File: config.mk
export PLATFORM = sky130hd
export DESIGN_NAME = display_timings_multi
export DESIGN_NICKNAME = d
export VERILOG_FILES = /design/src/rtl/display_timings_multi.sv
export SDC_FILE = /design/constraint.sdc
export NUM_CORES = 1
export LEC_CHECK = 0
export CAP_MARGIN = 10
export CORE_MARGIN = 2
export CORE_UTILIZATION = 53
export CTS_BUF_LIST = sky130_fd_sc_hd__clkbuf_8
export CTS_CLUSTER_SIZE = 20
export DETAILED_ROUTE_END_ITERATION = 6
export PLACE_DENSITY = 0.76
export SYNTH_ARGS = -nofsm -noshare
export SYNTH_HDL_FRONTEND = slang
export SYNTH_SLANG_ARGS = --single-unit
File: constraint.sdc
create_clock -name i_pix_clk -period 4.4 [get_ports i_pix_clk]
set_clock_uncertainty 0.15 [all_clocks]
set_input_delay 0.44 -clock i_pix_clk [delete_from_list [all_inputs] [get_ports i_pix_clk]]
set_output_delay 0.44 -clock i_pix_clk [all_outputs]
set_load 0.02 [all_outputs]
File: src/rtl/display_timings_multi.sv
`default_nettype none
// display_timings_multi: four-mode CEA/VESA video timing generator with signed coordinates.
// The active mode changes only on the frame-wrap cycle; active sizes are overridable for short runs.
module display_timings_multi #(
    parameter int COORD_W      = 16,
    parameter int FRAME_CNT_W  = 16,
    parameter int DEFAULT_MODE = 2,
    parameter int H_RES_0      = 640,
    parameter int V_RES_0      = 480,
    parameter int H_RES_1      = 800,
    parameter int V_RES_1      = 600,
    parameter int H_RES_2      = 1280,
    parameter int V_RES_2      = 720,
    parameter int H_RES_3      = 1920,
    parameter int V_RES_3      = 1080
) (
    input  logic                          i_pix_clk,
    input  logic                          i_rst,
    input  logic [1:0]                    i_mode,
    output logic                          o_hs,
    output logic                          o_vs,
    output logic                          o_de,
    output logic                          o_frame,
    output logic                          o_line,
    output logic signed [COORD_W-1:0]     o_sx,
    output logic signed [COORD_W-1:0]     o_sy,
    output logic [1:0]                    o_mode_cur,
    output logic                          o_mode_chg,
    output logic [FRAME_CNT_W-1:0]        o_frame_cnt
);

    localparam logic [1:0] RST_MODE = 2'(DEFAULT_MODE);

    typedef struct packed {
        logic [COORD_W-1:0] h_sta;
        logic [COORD_W-1:0] h_end;
        logic [COORD_W-1:0] hs_beg;
        logic [COORD_W-1:0] hs_end;
        logic [COORD_W-1:0] v_sta;
        logic [COORD_W-1:0] v_end;
        logic [COORD_W-1:0] vs_beg;
        logic [COORD_W-1:0] vs_end;
        logic               h_pol;
        logic               v_pol;
    } timing_t;

    // Sync windows are half-open: [beg, end), with end = -back_porch.
    function automatic timing_t mode_timing(input logic [1:0] m);
        timing_t t;
        int      h_fp, h_sync, h_bp, h_res;
        int      v_fp, v_sync, v_bp, v_res;
        logic    pol_h, pol_v;
        h_fp  = 16;  h_sync = 96;  h_bp = 48;  h_res = H_RES_0;
        v_fp  = 10;  v_sync = 2;   v_bp = 33;  v_res = V_RES_0;
        pol_h = 1'b0; pol_v = 1'b0;
        case (m)
            2'd1: begin
                h_fp  = 40;  h_sync = 128; h_bp = 88;  h_res = H_RES_1;
                v_fp  = 1;   v_sync = 4;   v_bp = 23;  v_res = V_RES_1;
                pol_h = 1'b1; pol_v = 1'b1;
            end
            2'd2: begin
                h_fp  = 110; h_sync = 40;  h_bp = 220; h_res = H_RES_2;
                v_fp  = 5;   v_sync = 5;   v_bp = 20;  v_res = V_RES_2;
                pol_h = 1'b1; pol_v = 1'b1;
            end
            2'd3: begin
                h_fp  = 88;  h_sync = 44;  h_bp = 148; h_res = H_RES_3;
                v_fp  = 4;   v_sync = 5;   v_bp = 36;  v_res = V_RES_3;
                pol_h = 1'b1; pol_v = 1'b1;
            end
            default: begin
            end
        endcase
        t.h_sta  = COORD_W'(-(h_fp + h_sync + h_bp));
        t.h_end  = COORD_W'(h_res - 1);
        t.hs_beg = COORD_W'(-(h_sync + h_bp));
        t.hs_end = COORD_W'(-h_bp);
        t.v_sta  = COORD_W'(-(v_fp + v_sync + v_bp));
        t.v_end  = COORD_W'(v_res - 1);
        t.vs_beg = COORD_W'(-(v_sync + v_bp));
        t.vs_end = COORD_W'(-v_bp);
        t.h_pol  = pol_h;
        t.v_pol  = pol_v;
        return t;
    endfunction

    function automatic logic [COORD_W-1:0] h_sta_of(input logic [1:0] m);
        timing_t t;
        t = mode_timing(m);
        return t.h_sta;
    endfunction

    function automatic logic [COORD_W-1:0] v_sta_of(input logic [1:0] m);
        timing_t t;
        t = mode_timing(m);
        return t.v_sta;
    endfunction

    timing_t                   cur_t;
    logic signed [COORD_W-1:0] sx_q, sx_d, sy_q, sy_d;
    logic [1:0]                mode_q, mode_d;
    logic [FRAME_CNT_W-1:0]    cnt_q, cnt_d;
    logic                      chg_q, chg_d;
    logic                      h_last, f_wrap, hs_act, vs_act;

    assign cur_t  = mode_timing(mode_q);
    assign h_last = (sx_q == $signed(cur_t.h_end));
    assign f_wrap = h_last && (sy_q == $signed(cur_t.v_end));
    assign hs_act = (sx_q >= $signed(cur_t.hs_beg)) && (sx_q < $signed(cur_t.hs_end));
    assign vs_act = (sy_q >= $signed(cur_t.vs_beg)) && (sy_q < $signed(cur_t.vs_end));

    always_comb begin
        sx_d   = sx_q + 1'b1;
        sy_d   = sy_q;
        mode_d = mode_q;
        cnt_d  = cnt_q;
        chg_d  = 1'b0;
        if (h_last) begin
            sx_d = $signed(cur_t.h_sta);
            sy_d = sy_q + 1'b1;
            if (f_wrap) begin
                sy_d = $signed(cur_t.v_sta);
                // Request is only looked at here, so mid-frame glitches on i_mode are harmless.
                if (i_mode != mode_q) begin
                    sx_d   = $signed(h_sta_of(i_mode));
                    sy_d   = $signed(v_sta_of(i_mode));
                    mode_d = i_mode;
                    cnt_d  = '0;
                    chg_d  = 1'b1;
                end else begin
                    cnt_d = cnt_q + 1'b1;
                end
            end
        end
    end

    always_ff @(posedge i_pix_clk) begin
        if (i_rst) begin
            sx_q   <= $signed(h_sta_of(RST_MODE));
            sy_q   <= $signed(v_sta_of(RST_MODE));
            mode_q <= RST_MODE;
            cnt_q  <= '0;
            chg_q  <= 1'b0;
        end else begin
            sx_q   <= sx_d;
            sy_q   <= sy_d;
            mode_q <= mode_d;
            cnt_q  <= cnt_d;
            chg_q  <= chg_d;
        end
    end

    // Strobes decode straight from the counters and are masked while reset is held.
    assign o_hs        = (hs_act && !i_rst) ? cur_t.h_pol : ~cur_t.h_pol;
    assign o_vs        = (vs_act && !i_rst) ? cur_t.v_pol : ~cur_t.v_pol;
    assign o_de        = !i_rst && !sx_q[COORD_W-1] && !sy_q[COORD_W-1];
    assign o_line      = !i_rst && (sx_q == $signed(cur_t.h_sta));
    assign o_frame     = o_line && (sy_q == $signed(cur_t.v_sta));
    assign o_mode_chg  = chg_q && !i_rst;
    assign o_sx        = sx_q;
    assign o_sy        = sy_q;
    assign o_mode_cur  = mode_q;
    assign o_frame_cnt = cnt_q;

endmodule
`default_nettype wire

==> impl_results.md, run 1 <==
* Outcome: finished, final reports clean
* Largest family of logic cells by synthesized area: simple AND/OR/NAND/NOR gates
* Num Clock Sinks at 51
* Synth Area in Compound Gates at 0.1711
* Pleak at 2.268 nW
* Fillers at just over 700
* R2R cell count at 9
* Fin. max-slew vios at 0
* DRC Markers at 0
* R2R Path End: o_frame_cnt[8]
* Die area at roughly 0.0094 sq mm
* Register area at 0.001023 sq mm
* CP Capture Type: primary output
* Worst Tran Pin Value at between 700 and 800 ps
* Hold_buf cts at 0
* Gr ovfl total at 0
* Post-CTS Setup Bufs at 0
* Synth Warn # at 0
* CTS tree: yes
* Setup violations, final at 0
* GP Congestion at 1.073
* Diode count at 0
* Pwr dens at 167.8 mW/mm^2
* Die width at 96.78 um
* Crit path DAT at 3540 ps
* Mux contribution to synthesized area at 0.007131
* Iteration-0 DRC count of the detailed router at 318
* WL final at 13270 um
* Asr flop ratio synth at 0
* Setup Crit Path Kind: reg -> out
* Flops & latches, synth at 51
* Final min period at 4130 ps
* DR vias/cell at 6.049
* Htree depth at 2
* Routed via count at roughly 4500
* RSZ-0062 raised after global routing: no
* Num CTS Buffers at 5
* Setup TNS after final layout at 0 ps
* Placement Rows at 33
* Hold depth at 2
* Final worst slack at 269.8 ps
* Max Cap Viol at 0
* I/O Buffers at between 50 and 60
* Synth Flop Type: dfxtp_1
* Seq/Total Area, Yosys at 0.2238
* Slew headroom at 0.5016
* Layout cells sized above 1 at 0.07298
* Final period utilization at 0.9387
* Peak VDD IR at 0.2026 mV
* Largest net degree at the start of global routing at 30
* RR Startpoint: o_mode_cur[1]
* Data required, critical path at 3810 ps
* Netlist cell types at 65
* Startpoint types: flop
* Reg clk slew, reported paths at between 100 and 150 ps
* Simple-Gate Fraction of Synth Area at 0.2715
* Count of final hold-check violations at 0
* CTS Buffer Depth at 2
* Area of the multi-input gates at 0.003346 sq mm
* Synth Area per Inst at between 7 and 8 sq um
* Num ports at 60
* Worst-path maximum fanout at 8
* Initial core utilization at 0.5497
* Core area at ~0.0083 sq mm
* Synthesized area at 0.004562 sq mm
* Pre-antenna DRT Iters at 5
* Avg WL per Cell at 17.71 um
* First-pass GRT wire length at 21870 um
* Worst-Skew Late Latency at 320 ps
* Post-Synth XOR/XNOR Area at 0.1075
* Area Overhead vs Synth at 18.27%
* Final net count at 708
* CTS Root Cell: clkbuf_8
* EDFF count, synth at 0
* Fmax achieved at about 0.24 GHz
* Number of global-route vias before repair at ~4300
* Detail Route Antenna Nets at 0
* Pre-CTS setup slack at 367.5 ps
* Post-DP HPWL at 10000 um
* Total GRT Usage at 0.2800
* Initial antenna violation count at 0
* Post-Synthesis Cells at 584
* Die Span Y at 96.78 um
* Worst hold start: o_frame_cnt[1]
* Worst reg2reg setup slack at 980 ps
* Hold endpoint: o_frame_cnt[1]
* Synth Area in Adders at 0.1673
* Min-Delay Path Class: reg -> reg
## placed cells by master, fill, tap and decap left out, types with 9 or more instances in the layout
cell             count
nor2_1              66
ha_1                60
clkdlybuf4s50_1     57
dfxtp_1             49
nand2_1             45
a21oi_1             35
xnor2_1             33
o21ai_0             29
nand3_1             29
xor2_1              23
inv_1               21
nor3_1              21
nand4_1             16
buf_4               16
nand2b_1             9
a31oi_1              9
## registers in the layout, indices dropped and copies added, names as in the netlist
name,count
o_frame_cnt,16
o_sx,16
o_sy,16
o_mode_cur,2
chg_q,1
## layer usage
metal / global-route usage / share of wire / up-vias / wire, um
li1: - / - / 2190 / -
met1: 0.4103 / 0.46 / 2112 / 6077
met2: 0.4311 / 0.45 / 213 / 5976
met3: 0.04480 / 0.079 / 16 / 1046
met4: 0.06609 / 0.012 / 0 / 165
met5: 0 / 0 / - / 0
## synth_stat cells, types with 4 or more instances
cell      count  area, sq um
nor3_1       21        105.1
nor2b_1       4        25.02
nor4_1        6        37.54
xnor2_1      33        289.0
nand4_1      16        100.1
and4_1        6        52.55
a211o_1       6        52.55
nand2_1      45        168.9
a211oi_1      7        52.55
clkbuf_1     14        52.55
a21oi_1      35        175.2
and3_1        6        37.54
buf_2        10        50.05
a31oi_1       9        56.30
nor2_1       67        251.5
nand3_1      29        145.1
o21ai_0      29        145.1
o22ai_1       6        37.54
inv_1        22        82.58
a21o_1        7        52.55
ha_1         61        763.2
nand2b_1      9        56.30
or3_1         4        25.02
xor2_1       23        201.4
dfxtp_1      51         1021
## cells by family after synthesis
kind of cell / Yosys count
xor+xnor: 56
other cells: 1
mux: 3
buf+inv: 51
fa+ha+maj: 61
simple gates: 238
compound gates: 123
flops: 51
## layout make-up
| type | instances | share of cell area |
|---|---|---|
| clock buffer | 5 | 0.01276 |
| clock inverter | 3 | 0.005102 |
| multi-input combinational | 488 | 0.6201 |
| timing repair buffer | 75 | 0.1327 |
| inverter | 22 | 0.01531 |
| tap | 105 | 0.02435 |
| sequential | 51 | 0.1897 |
## timing repair
| action | in CTS | in global routing |
|---|---|---|
| setup endpoints to repair | 0 | 3 |
| endpoints found under the hold margin | 0 | 0 |
| resized for setup | 0 | 8 |
## power breakdown
part           total [W]  internal, W  switching (W)  leakage (nW)
clock           0.000305     0.000119       0.000187        0.0467
combinational   0.000120    0.0000541      0.0000661          1.81
sequential      0.000480     0.000467      0.0000130         0.413
## worst max-delay path, cell delays in order (launching register included)
cell and delay, ps:
dfxtp_2 440, inv_1 120, ha_1 300, ha_1 450, a21oi_1 100, o22a_1 190, mux2i_1 270, xnor2_1 150
nor4_4 370, and4_1 230, clkdlybuf4s50_1 600
## worst max path at each step
stage,startpoint,end,slack (ps)
final,o_mode_cur[1],o_frame,270
after global routing,o_mode_cur[1],o_frame,70
after CTS,o_mode_cur[1],o_vs,3
after detailed placement,o_mode_cur[1],o_vs,370
after global placement,o_mode_cur[1],o_frame,520
after floorplan,o_mode_cur[0],o_hs,710
## stage by stage
stage	instances	hold slack [ps]	power, W	util	instance area [sq um]
after global routing	749	393.9	0.0009389	0.6501	5395
final	749	358.5	0.0009055	0.6501	5395
after CTS	749	359.8	0.0009052	0.6475	5374
after detailed placement	741	340.1	0.0006070	0.6359	5278
after global placement	741	327.6	0.0006059	0.6359	5278
after floorplan	590	405.8	0.0005627	-	4584
(Power assumes the default switching activity.)
==> run 2, diff against run 1 <==
--- a/config.mk
+++ b/config.mk
@@ -6,12 +6,14 @@
 export NUM_CORES = 1
 export LEC_CHECK = 0
 export CAP_MARGIN = 10
+export CELL_PAD_IN_SITES_DETAIL_PLACEMENT = 0
+export CELL_PAD_IN_SITES_GLOBAL_PLACEMENT = 1
 export CORE_MARGIN = 2
-export CORE_UTILIZATION = 53
+export CORE_UTILIZATION = 43
 export CTS_BUF_LIST = sky130_fd_sc_hd__clkbuf_8
 export CTS_CLUSTER_SIZE = 20
 export DETAILED_ROUTE_END_ITERATION = 6
-export PLACE_DENSITY = 0.76
+export PLACE_DENSITY = 0.83
 export SYNTH_ARGS = -nofsm -noshare
 export SYNTH_HDL_FRONTEND = slang
 export SYNTH_SLANG_ARGS = --single-unit
==> impl_results.md, run 2 (synthesized netlist as in run 1, its figures left out) <==
* Routed via count at 4443
* Worst-path maximum fanout at 8
* Most used cell, CP: ha_1
* CP max-delay cell: clkdlybuf4s50_1
* CP Capture Type: primary output
* Die Span Y at between 100 and 150 um
* Core area at 0.01032 sq mm
* Largest net degree at the start of global routing at 32
* Worst-Skew Late Latency at 320 ps
* Critical-path cell list: inv_1 > ha_1 > buf_4 > ha_1 > inv_1 > ha_1 > o21ai_0 > nand2_1 > xnor2_2 > xor2_1 > nor4_2 > clkdlybuf4s50_1
* Fillers at 1023
* Outcome: finished, final reports clean
* First-pass GRT wire length at 21940 um
* RSZ-0062 raised after global routing: no
* Initial antenna violation count at 0
* Num Clock Sinks at 51
* Fmax achieved at 0.2406 GHz
* Crit path DAT at 3570 ps
* Startpoint types: flop
* Die area at ~0.011 sq mm
* Final period utilization at 0.9447
* Pwr dens at 166.5 mW/mm^2
* DRC Markers at 0
* Pre-antenna DRT Iters at 5
* Setup violations, final at 0
* WL final at about 14000 um
* Htree depth at 2
* Total GRT Usage at 0.2409
* Post-DP HPWL at about 10000 um
* Number of global-route vias before repair at 4302
* CTS tree: yes
* Min-Delay Path Class: reg -> reg
* Max incr delay on CP at 670 ps
* Peak VDD IR at 0.1412 mV
* Diode count at 0
* Setup Crit Path Kind: reg -> out
* Avg WL per Cell at approximately 17 um
* Num ports at 60
* Die width at 107 um
* Count of final hold-check violations at 0
* CTS Buffer Depth at 2
* Data required, critical path at 3810 ps
* Detail Route Antenna Nets at 0
* DR vias/cell at 5.696
* Reg clk slew, reported paths at approximately 110 ps
* GP Congestion at 0.9734
* Cell area after layout at 0.005441 sq mm
* Max Cap Viol at 0
* Setup TNS after final layout at 0 ps
* Initial core utilization at 0.4419
* Most frequent cells in the layout: 66 x nor2_1, 59 x ha_1, 56 x clkdlybuf4s50_1
* Pleak at 2.284 nW
* Worst Tran Pin Value at approximately 830 ps
* Area Overhead vs Synth at 19.28%
* CTS Root Cell: clkbuf_8
* Gr ovfl total at 0
* Final net count at between 700 and 800
* Num CTS Buffers at 5
* Final min period at 4157 ps
* Placement Rows at 37
* Slew headroom at 0.4461
* Commonest non-fill, non-tap cell in the layout: nor2_1
* Layout cells sized above 1 at 0.07609
* Iteration-0 DRC count of the detailed router at 285
* Cell Area, Placed at roughly 0.0053 sq mm
* Fin. max-slew vios at 0
* I/O Buffers at approximately 60
[run 2: cell count changes in the layout (fill, tap and decap cells not counted), sizes merged]
cell	previous run	this run
dlymetal6s2s	2	3
clkinv	0	1
clkdlybuf4s50	57	56
inv	24	22
clkinvlp	1	2
[run 2: final timing paths]
| kind | start | endpoint | slack (ps) | cells past startpoint |
|---|---|---|---|---|
| max reg2reg | o_mode_cur[1] | o_frame_cnt[8] | 920 | 9 |
| max | o_mode_cur[0] | o_line | 240 | 12 |
| min reg2reg | o_frame_cnt[1] | o_frame_cnt[1] | 350 | 2 |
| min | o_frame_cnt[1] | o_frame_cnt[1] | 350 | 2 |
[run 2: per-stage QoR]
step                      utilization  setup slack [ps]  hold WS (ps)  total power (W)  cells
after floorplan                     -             709.5         405.8        0.0005627    590
after global placement         0.5128             387.2         334.7        0.0006065    769
after detailed placement       0.5128             299.6         336.3        0.0006096    769
after CTS                      0.5222             21.26         353.3        0.0009120    777
after global routing           0.5271             1.728         398.7        0.0009442    780
final                          0.5271             243.1         354.7        0.0009058    780
[run 2: where the power goes]
group / internal, W / total (W) / switching (W)
Combinational: 0.0000529 / 0.000119 / 0.0000657
Sequential: 0.000467 / 0.000481 / 0.0000137
Clock: 0.000118 / 0.000306 / 0.000189
Total: 0.000638 / 0.000906 / 0.000268
[run 2: what timing repair did]
item | in CTS | in global routing
pin swaps | 0 | 1
setup buffers | 0 | 3
setup endpoints to repair | 2 | 4
cloned | 0 | 0
gates resized for setup | 1 | 9
hold buffers | 0 | 0
[run 2: layout make-up]
class	instances	area, sq um	share of cell area
multi-input cells	488	3347	0.6151
flip-flops and latches	51	1023	0.1881
repair buffers	75	718.2	0.1320
well taps	136	170.2	0.03127
inverters	22	86.33	0.01587
clock buffers	5	68.82	0.01265
clock inverters	3	27.53	0.005059
[run 2: metal layers]
metal  global-route usage  vias to the layer above  share of wire
met4              0.06494                        0          0.014
li1                     -                     2191              -
met5                    0                        -              0
met3              0.03161                       13          0.051
met2               0.3872                      129           0.45
met1               0.3387                     2110           0.48
[run 2: critical path: cells and delay by family, from the launching register on]
family | cells | cell delay, ps
simple gates | 2 | 460
xor+xnor | 2 | 340
flops | 1 | 420
compound gates | 1 | 180
buf+inv | 4 | 1020
fa+ha+maj | 3 | 830
==> run 3, diff against run 2 <==
--- a/config.mk
+++ b/config.mk
@@ -13,6 +13,7 @@
 export CTS_BUF_LIST = sky130_fd_sc_hd__clkbuf_8
 export CTS_CLUSTER_SIZE = 20
 export DETAILED_ROUTE_END_ITERATION = 6
+export MAX_ROUTING_LAYER = met4
 export PLACE_DENSITY = 0.83
 export SYNTH_ARGS = -nofsm -noshare
 export SYNTH_HDL_FRONTEND = slang
==> impl_results.md, run 3 (synthesized netlist as in run 1, its figures left out) <==
* Worst Tran Pin Value at roughly 760 ps
* Worst-Skew Late Latency at between 300 and 400 ps
* Initial antenna violation count at 0
* Data required, critical path at 3810 ps
* Min-Delay Path Class: reg -> reg
* Min Hold Slack at 360.2 ps
* Avg WL per Cell at 17.44 um
* I/O Buffers at 59
* Num Clock Sinks at between 50 and 60
* Final min period at about 4200 ps
* Setup violations, final at 0
* Pre-CTS setup slack at 316.2 ps
* Layout cells sized above 1 at 0.07764
* Initial core utilization at 0.4419
* CTS tree: yes
* Die width at roughly 110 um
* Final worst slack at 182.4 ps
* Max incr delay on CP at ~620 ps
* Crit path DAT at about 3600 ps
* First-pass GRT wire length at 21940 um
* Diode count at 0
* Num ports at 60
* Core area at 0.01032 sq mm
* WL final at 13600 um
* Gr ovfl total at 0
* Critical-path cell list: inv_1 > ha_1 > clkinvlp_4 > ha_1 > o21ai_0 > nand2b_1 > a221oi_1 > o221ai_1 > mux2_2 > o21ai_0 > xnor2_1 > clkdlybuf4s50_1
* Number of global-route vias before repair at 4241
* Final net count at 708
* Startpoint types: flop
* Placed cell count at 768
* Die area at 0.01145 sq mm
* DRC Markers at 0
* Post-DP HPWL at between 10000 and 15000 um
* Fmax achieved at 0.2371 GHz
* CTS Buffer Depth at 2
* Fin. max-slew vios at 0
* CP Capture Type: primary output
* Die Span Y at roughly 110 um
* Pleak at 2.287 nW
* Iteration-0 DRC count of the detailed router at between 400 and 500
* Area Overhead vs Synth at 19.39%
* Final Core Density at 0.5276
* Routed via count at 4477
* Worst-path maximum fanout at 9
* Reg clk slew, reported paths at about 110 ps
* Outcome: finished, final reports clean
* Most frequent cells in the layout: 66 x nor2_1, 59 x ha_1, 56 x clkdlybuf4s50_1
* CTS Root Cell: clkbuf_8
* Pwr dens at 166.7 mW/mm^2
* Max Cap Viol at 0
* Setup Crit Path Kind: reg -> out
* Count of final hold-check violations at 0
* Setup TNS after final layout at 0 ps
* DR vias/cell at 5.740
* Placement Rows at 37
* CP max-delay cell: clkdlybuf4s50_1
* GP Congestion at 0.9962
* Largest net degree at the start of global routing at 31
* Final period utilization at 0.9585
* Peak VDD IR at about 0.12 mV
* Htree depth at 2
* Pre-antenna DRT Iters at 5
* Num CTS Buffers at 5
* Fillers at 1023
* Total GRT Usage at 0.2483
* Commonest non-fill, non-tap cell in the layout: nor2_1
* Slew headroom at 0.4952
* Detail Route Antenna Nets at 0
* Cell Count, Final, Fillers Out at slightly below 800
run 3: cell counts in the layout (fill, tap and decap cells not counted):
Identical to the previous run, type by type.
run 3: timing repair:
action	CTS	global route
pin swaps	0	1
buffers inserted	0	4
hold buffers	0	0
resized for setup	1	10
setup endpoints to repair	2	4
run 3: where the power goes:
group / internal [W] / switching (W) / total (W)
Combinational: 0.0000528 / 0.0000645 / 0.000117
Sequential: 0.000467 / 0.0000137 / 0.000481
Clock: 0.000118 / 0.000193 / 0.000310
run 3: routing by layer:
metal | wire, um | vias up | global-route usage
li1 | - | 2188 | -
met1 | 6510 | 2150 | 0.3429
met2 | 6165 | 119 | 0.3822
met3 | 656 | 20 | 0.03222
met4 | 267 | 0 | 0.06865
met5 | 0 | - | -
run 3: per-stage QoR:
stage | power [W] | area (sq um)
2_1_floorplan | 0.0005627 | 4584
5_1_grt | 0.0009462 | 5446
3_3_place_gp | 0.0006068 | 5286
4_1_cts | 0.0009124 | 5384
6_report | 0.0009082 | 5446
3_5_place_dp | 0.0006079 | 5286
run 3: final timing paths:
kind                                startpoint              to  slack, ps  cells past startpoint
worst max register to register   o_mode_cur[1]  o_frame_cnt[8]        870                      9
worst max-delay path             o_mode_cur[1]            o_hs        180                     12
worst min-delay path            o_frame_cnt[1]  o_frame_cnt[1]        360                      2
worst min register to register  o_frame_cnt[1]  o_frame_cnt[1]        360                      2
run 3: area by class of cell:
type | instances | area (sq um) | area share
Clock buffer | 5 | 68.82 | 0.01263
Clock inverter | 3 | 27.53 | 0.005054
Multi-Input combinational cell | 488 | 3352 | 0.6154
Timing Repair Buffer | 75 | 718.2 | 0.1319
Inverter | 22 | 86.33 | 0.01585
Tap cell | 136 | 170.2 | 0.03124
Sequential cell | 51 | 1023 | 0.1879
run 3: critical path: cells and delay by family, from the launching register on:
family	cells	cell delay (ps)
muxes	1	280
adders and majority gates	2	700
and+or+nand+nor	1	80
xor gates and xnor gates	1	140
buffers and inverters	3	970
AOI/OAI and AO/OA	4	680
DFF	1	450
